$ cat src/rtl/coeff_pkg.sv
// coeff_pkg -- shared definitions for the coefficient loader.
//   CWIDTH      : default coefficient word width in bits
//   NTAP        : default number of filter taps
//   state_t     : loader FSM state encoding
//   coeff_arr_t : packed coefficient array at the default sizes (tap 0 in the low slice)
//   idx_width() : width of a tap index able to hold 0..n-1 (at least one bit)
package coeff_pkg;

    localparam int CWIDTH = 11;
    localparam int NTAP   = 37;

    typedef enum logic [1:0] {
        IDLE   = 2'd0,
        LOAD   = 2'd1,
        COMMIT = 2'd2
    } state_t;

    typedef logic [NTAP-1:0][CWIDTH-1:0] coeff_arr_t;

    function automatic int idx_width(input int n);
        return (n > 1) ? $clog2(n) : 1;
    endfunction

endpackage

$ cat src/rtl/coeff_bank.sv
// coeff_bank -- shadow/active register pair for the coefficient set.
// The loader writes words into the shadow bank one tap at a time. A commit copies
// the whole shadow bank into the active bank in a single clock. The filter only
// sees the active bank, so it never observes a partially written set.
// Ports:
//   clk     : clock, rising edge
//   srst    : synchronous active-high reset, clears both banks
//   wr_en   : write wr_data into shadow[wr_idx]
//   wr_idx  : shadow tap index
//   wr_data : coefficient word, stored bit-exact
//   commit  : copy shadow -> active
//   coeff   : active bank, tap k at coeff[k*CWIDTH +: CWIDTH]
module coeff_bank #(
    parameter int CWIDTH = coeff_pkg::CWIDTH,
    parameter int NTAP   = coeff_pkg::NTAP,
    parameter int IW     = coeff_pkg::idx_width(NTAP)
) (
    input  logic                   clk,
    input  logic                   srst,
    input  logic                   wr_en,
    input  logic [IW-1:0]          wr_idx,
    input  logic [CWIDTH-1:0]      wr_data,
    input  logic                   commit,
    output logic [NTAP*CWIDTH-1:0] coeff
);

    // One shadow/active register pair per tap. Each pair is declared inside its
    // own generate iteration, so every register has exactly one driver.
    generate
        for (genvar gi = 0; gi < NTAP; gi++) begin : g_tap
            logic [CWIDTH-1:0] shadow_reg;
            logic [CWIDTH-1:0] active_reg;

            always_ff @(posedge clk) begin
                if (srst) begin
                    shadow_reg <= '0;
                    active_reg <= '0;
                end else begin
                    if (wr_en && (wr_idx == IW'(gi))) begin
                        shadow_reg <= wr_data;
                    end
                    if (commit) begin
                        active_reg <= shadow_reg;
                    end
                end
            end

            assign coeff[gi*CWIDTH +: CWIDTH] = active_reg;
        end
    endgenerate

endmodule

$ cat src/rtl/coeff_loader.sv
// coeff_loader -- double-buffered coefficient loader for a FIR datapath.
// A host streams NTAP words (tap 0 first) after load_start. Once the last word
// is accepted, the complete set is committed to the active bank. The filter keeps
// running on the previous set until the new set is committed.
// Ports:
//   CLK, RST       : clock and synchronous active-high reset
//   load_start     : begin a new load; in LOAD it restarts the load and pulses err
//   load_abort     : abandon the load in progress; pulses err (wins over load_start)
//   cin_data/valid : coefficient word stream
//   cin_ready      : high in LOAD
//   en_req         : host request to run the filter
//   coeff          : active set, tap k at coeff[k*CWIDTH +: CWIDTH]
//   EN             : registered en_req AND "a set has been committed"
//   busy           : high in LOAD and COMMIT
//   done / err     : one-cycle pulses for a new active set / a discarded partial load
module coeff_loader #(
    parameter int CWIDTH = coeff_pkg::CWIDTH,
    parameter int NTAP   = coeff_pkg::NTAP
) (
    input  logic                   CLK,
    input  logic                   RST,
    input  logic                   load_start,
    input  logic                   load_abort,
    input  logic [CWIDTH-1:0]      cin_data,
    input  logic                   cin_valid,
    output logic                   cin_ready,
    input  logic                   en_req,
    output logic [NTAP*CWIDTH-1:0] coeff,
    output logic                   EN,
    output logic                   busy,
    output logic                   done,
    output logic                   err
);

    import coeff_pkg::*;

    localparam int              IW       = idx_width(NTAP);
    localparam logic [IW-1:0]   LAST_IDX = IW'(NTAP - 1);

    state_t          state_reg, state_next;
    logic [IW-1:0]   idx_reg, idx_next;
    logic            commit_reg, commit_next;
    logic            err_reg, err_next;
    logic            done_reg;
    logic            set_valid_reg;
    logic            en_reg;
    logic            wr_en;

    // Next-state logic. In LOAD, abort has priority over restart, and both have
    // priority over a word transfer. A word offered on an abort or restart cycle
    // is dropped, because that set is being discarded anyway.
    always_comb begin
        state_next  = state_reg;
        idx_next    = idx_reg;
        commit_next = 1'b0;
        err_next    = 1'b0;
        wr_en       = 1'b0;
        case (state_reg)
            IDLE: begin
                if (load_start) begin
                    state_next = LOAD;
                    idx_next   = '0;
                end
            end
            LOAD: begin
                if (load_abort) begin
                    state_next = IDLE;
                    idx_next   = '0;
                    err_next   = 1'b1;
                end else if (load_start) begin
                    idx_next = '0;
                    err_next = 1'b1;
                end else if (cin_valid) begin
                    wr_en = 1'b1;
                    if (idx_reg == LAST_IDX) begin
                        state_next = COMMIT;
                        idx_next   = '0;
                    end else begin
                        idx_next = idx_reg + 1'b1;
                    end
                end
            end
            COMMIT: begin
                // Single-cycle state. The copy itself is issued from a register
                // one edge later, so the new set and done appear together two
                // edges after the last transfer.
                commit_next = 1'b1;
                state_next  = IDLE;
            end
            default: begin
                state_next = IDLE;
                idx_next   = '0;
            end
        endcase
    end

    always_ff @(posedge CLK) begin
        if (RST) begin
            state_reg     <= IDLE;
            idx_reg       <= '0;
            commit_reg    <= 1'b0;
            err_reg       <= 1'b0;
            done_reg      <= 1'b0;
            set_valid_reg <= 1'b0;
            en_reg        <= 1'b0;
        end else begin
            state_reg  <= state_next;
            idx_reg    <= idx_next;
            commit_reg <= commit_next;
            err_reg    <= err_next;
            done_reg   <= commit_reg;
            if (commit_reg) begin
                set_valid_reg <= 1'b1;
            end
            en_reg <= en_req & set_valid_reg;
        end
    end

    coeff_bank #(
        .CWIDTH (CWIDTH),
        .NTAP   (NTAP),
        .IW     (IW)
    ) u_bank (
        .clk     (CLK),
        .srst    (RST),
        .wr_en   (wr_en),
        .wr_idx  (idx_reg),
        .wr_data (cin_data),
        .commit  (commit_reg),
        .coeff   (coeff)
    );

    // Gating with RST holds the handshake and status outputs low for the whole
    // time reset is asserted, including the cycle before the first reset edge.
    assign cin_ready = (state_reg == LOAD) && !RST;
    assign busy      = ((state_reg == LOAD) || (state_reg == COMMIT)) && !RST;
    assign done      = done_reg;
    assign err       = err_reg;
    assign EN        = en_reg;

endmodule

$ cat config.mk
export PLATFORM = sky130hd
export DESIGN_NAME = coeff_loader
export DESIGN_NICKNAME = d
export VERILOG_FILES = /design/src/rtl/coeff_pkg.sv /design/src/rtl/coeff_bank.sv /design/src/rtl/coeff_loader.sv
export SDC_FILE = /design/constraint.sdc
export NUM_CORES = 1
export LEC_CHECK = 0
export BUFFER_PORTS_ARGS = -buffer_cell sky130_fd_sc_hd__buf_2
export CAP_MARGIN = 10
export CORE_AREA = 2 2 238 240
export DETAILED_ROUTE_END_ITERATION = 10
export DIE_AREA = 0 0 240 242
export GPL_TIMING_DRIVEN = 0
export HOLD_SLACK_MARGIN = 0.05
export PLACE_DENSITY = 0.73
export SLEW_MARGIN = 0
export SYNTH_ARGS = -nofsm -noshare
export SYNTH_HDL_FRONTEND = slang
export SYNTH_SLANG_ARGS = --single-unit
$ cat constraint.sdc
create_clock -name CLK -period 3.4 [get_ports CLK]
set_input_delay 0.68 -clock CLK [delete_from_list [all_inputs] [get_ports CLK]]
set_output_delay 0.68 -clock CLK [all_outputs]
set_load 0.05 [all_outputs]
# After elaboration in Yosys (flattened, before gate mapping)
# Index checks and enable logic that the tools add are counted.
[op_classes]
n_bitwise = 3
addsub = 1
n_mux = 19
eq_ne = 43
reduce_logical = 46
[op_table]
columns = ["cell", "count"]
rows = [
  ["$eq 6x5->1 const B", 16],
  ["$eq 6x4->1 const B", 8],
  ["$logic_and 1x1->1", 39],
  ["$eq 6x6->1 const B", 5],
  ["$mux 6", 5],
  ["$eq 6x3->1 const B", 4],
  ["$pmux 6 s3", 1],
  ["$eq 6x2->1 const B", 2],
  ["$mux 2", 5],
  ["$ne 3x3->1 const B", 3],
  ["$mux 1", 7],
  ["$add 6x1->6 const B", 1],
  ["$eq 6x1->1 const B", 1],
  ["$logic_not 6->1", 1],
  ["$ne 4x4->1 const B", 1],
  ["$pmux 2 s2", 1],
  ["$reduce_and 4->1", 1],
  ["$reduce_and 3->1", 1],
  ["$eq 2x1->1 const B", 1],
  ["$eq 2x2->1 const B", 1],
  ["$logic_not 2->1", 1],
  ["$ne 2x2->1 const B", 1],
  ["$not 1->1", 2],
  ["$reduce_or 2->1", 1],
  ["other kinds (3)", 3],
]
[totals]
inputBits = 17
register_bits = 827
out_inout_bits = 412
word_cells = 193

# Depth between registers and ports, before layout
[depth]
ltp_word = 6
depth_mapped = 9
depth_no_buf = 6

# Cells and area by module
# A second synthesis with hierarchy kept.
[unflattened]
hier_cells = 2812
hier_area_um2 = 30722.0
[modules_own_cells]
columns = ["module", "instances", "cells_per_inst", "seq_area_each_um2", "area_per_inst_um2"]
rows = [
  ["coeff_bank", 1, 2734, 16295.6, 30030.1],
  ["coeff_loader", 1, 78, 260.2, 691.9],
]

# Least setup slack after synthesis
# OpenSTA, ideal clock, no wires.
[synth_path]
kind = "in2out"
startpoint = "in RST"
endpoint = "out busy"
arrival_time_ps = 1897
setup_slack_ps = 823
n_path_buf = 3
cell_stages = 4
path_cell_list = "clkbuf_1 -> clkbuf_1 -> clkbuf_1 -> nor2b_1"
[synth_via]
elab_chain_cells = 2
[synth_lines]
columns = ["item", "line", "rtl"]
rows = [
  ["start: declaration", "coeff_loader.sv:21", "input logic RST,"],
  ["$logic_not 1->1", "coeff_loader.sv:136", "assign busy = ((state_reg == LOAD) || (state_reg == COMMIT)) && !RST;"],
  ["$logic_and 1x1->1", "coeff_loader.sv:136", ""],
  ["end: declaration", "coeff_loader.sv:30", "output logic busy,"],
]
# Every way passes these cells.

# Worst setup path in the final report
# Same ends and word-level chain as after synthesis.

==> impl_results.md <==
* Status: completed
* DP HPWL at a little over 60000 µm
* HP Class: in -> reg
* Die ar. at 58100 µm²
* Inserted Clock Buffers at 83
* Initial antenna violation count at 6
* Detailed-route wire length at between 80000 and 90000 µm
* Vias per cell at between 5 and 6
* Final critical-path required period at ~3.3 ns
* Syn avg cell area at around 10 µm²
* Vias at around 22000
* Leak at 0.0155 µW
* WS Path Type: in -> out
* Most frequent cells in the layout: dfxtp_1, nor2_1, mux2i_1, buf_2, clkbuf_1
* Final setup skew at between 0.02 and 0.025 ns
* Maximum Capacitance Violations at 0
* First-pass GRT wire length at roughly 130000 µm
* Ports at 429
* Initial Util at between 50% and 60%
* Top cells by area, synth: dfxtp_1, mux2i_1, nor2_1, nand2_1, clkbuf_1
* Synthesized flop and latch total at 827
* Worst-Skew Late Latency at around 0.63 ns
* Mapped cell area at about 30000 µm²
* Crit start category: input port
* Pwr per Cell Area at ~540 nW/µm²
* H-tree depth at 3
* Total track usage at 29.0%
* Clock edge transition at the registers on the reported setup and hold paths at ~0.06 ns
* Hold Violations, Final at 0
* Setup-failing EPs final at 0
* Placed cell count at 4063
* DRC violations left at 0
* Number of routed nets with antenna violations at 0
* Row cnt at 87
* Slowest Stage Delay on Critical Path at 0.54 ns
* Die W at between 200 and 250 µm
* IO Port Bufs at about 420
* Unrepaired setup endpoints after global routing: no
* CTS tree: built
* Total Power at ~19000 µW
* CP endpoint kind: output pin
* CP startpoint: RST
* Hold_buf cts at 0
* CP cell instances: clkbuf_1, clkbuf_2, clkbuf_1, nor2b_1, buf_2
* CTS resizes at 1
* CORE AREA at around 56000 µm²
* Vias in the first global route at 22107
* Highest clock rate at approximately 300 MHz
* Sequential area share after synthesis at 55.9%
* Rel. slew slack at between 20 and 25%
* Largest area contributor in the netlist: dfxtp_1
* DRT Pass-1 Iters at 6
* Commonest non-fill, non-tap cell in the layout: dfxtp_1
* Slowest stage cell on the critical path: clkbuf_1
* Clk sinks at between 800 and 900
* DRT met1 WL at between 30000 and 40000 µm
* Least-Margin Pin Slew at roughly 1.2 ns
* Post-CTS Setup Inserts at 0
* Mapped Cells at ~2900
* Routed length on met2 at 41500 µm
* Share of layout cells above drive strength 1 at 18.8%
* Layout area overhead at 19.5%
* Worst Path Required at approximately 2.7 ns
* Initial drt markers at around 1300
* Async set-or-reset flop fraction in the synthesized netlist at 0%
* WP data arrival at 2.61 ns
* Die height at ~240 µm
* Launching point of the worst reg2reg path: idx_reg[1]
* Worst path most repeated cell: clkbuf_1
* Worst hold start: en_req
* Synth warn at 0
* Primary FF master, synth: dfxtp_1
* Pins Over Slew Limit at 0
* Finished Layout Cells at about 4200
* Top Layer Used: met5
* Post-synth top area share at 55.9%
* Tcrit/Tclk final at a little over nine tenths
* Root Buffer: clkbuf_16
* DR WL met3 at 7230 µm
* Number of synthesized flops with an enable pin at 0
* Placer Congestion at 0.865
* Peak VDD IR at roughly 0.42 mV
* Largest fanout on the critical path at 10
* Max clock buf depth at 3
* Wire length per cell at 20.6 µm
* Nets at approximately 3400
* Distinct cells, synth at 44
* Syn Nets at 2916
* Largest net degree at the start of global routing at 15
* Remaining Overflow, GRT at 0
layout make-up:
class	instances	area, µm²
well taps	756	946
clock inverters	23	241
repair buffers	416	2080
flip-flops and latches	827	16600
clock buffers	124	2500
diodes	3	7.51
multi-input cells	1817	12000
plain buffers	242	1080
fillers	4577	20300
inverters	5	18.8
worst max-delay path: cells and delay by family:
kind | cells | cell delay (ns)
buffers and inverters | 4 | 1.71
and+or+nand+nor | 1 | 0.20
per-stage QoR:
stage / setup TNS [ns] / setup slack, ns / util [%] / hold slack (ns) / area (µm²)
after detailed placement: -0.152 / -0.152 / 58.6 / 0.446 / 32600
after global routing: 0 / 0.0762 / 63.5 / 0.327 / 35400
after global placement: -0.197 / -0.197 / 58.6 / 0.439 / 32600
final: 0 / 0.109 / 63.5 / 0.332 / 35400
after CTS: 0 / 0.104 / 63.5 / 0.302 / 35400
after floorplan: 0 / 0.823 / - / 0.428 / 29600
cell usage after synthesis, types with 2 or more instances:
master / n
a21oi_1: 79
and3_1: 7
and4bb_2: 2
buf_2: 64
buf_4: 25
clkbuf_1: 151
dfxtp_1: 827
ha_1: 8
inv_1: 5
mux2i_1: 737
nand2_1: 157
nand2b_1: 2
nand3_1: 23
nand3b_1: 2
nand4_1: 3
nand4b_1: 4
nor2_1: 746
nor2b_1: 7
nor3b_1: 4
nor4_1: 2
nor4_2: 4
nor4b_1: 2
nor4b_2: 6
xnor2_1: 4
metal layers:
metal | vias to the layer above | global-route usage [%]
met5 | - | 0
met4 | 6 | 11.8
met3 | 178 | 8.50
met2 | 731 | 48.8
met1 | 10833 | 34.7
li1 | 10568 | -
power by group:
| group | internal (µW) | switching (µW) | leakage [µW] |
|---|---|---|---|
| Clock | 5390 | 3730 | 0.00136 |
| Combinational | 73.0 | 393 | 0.00748 |
| Sequential | 9690 | 4.71 | 0.00666 |
cells by family (layout without fill, tap and decap cells):
kind of cell             count (synthesis)  in the layout  share of synthesized area (%)
XOR/XNOR                                 4              4                          0.118
buffers and inverters                  247            810                           3.72
AO/OA/AOI/OAI                           88             88                           1.57
other                                    0              3                              0
flip-flops                             827            827                           55.9
AND/OR/NAND/NOR                        980            980                           13.4
multiplexers                           737            737                           24.9
adder cells (fa/ha/maj)                  8              8                          0.338
final timing paths:
check | cells after the start | slack (ns) | to
max reg2reg | 6 | 0.63 | u_bank.g_tap[3].shadow_reg[3]
min | 2 | 0.33 | EN
min reg2reg | 2 | 0.45 | u_bank.g_tap[26].shadow_reg[1]
max | 5 | 0.11 | busy
(Power assumes the default switching activity.)
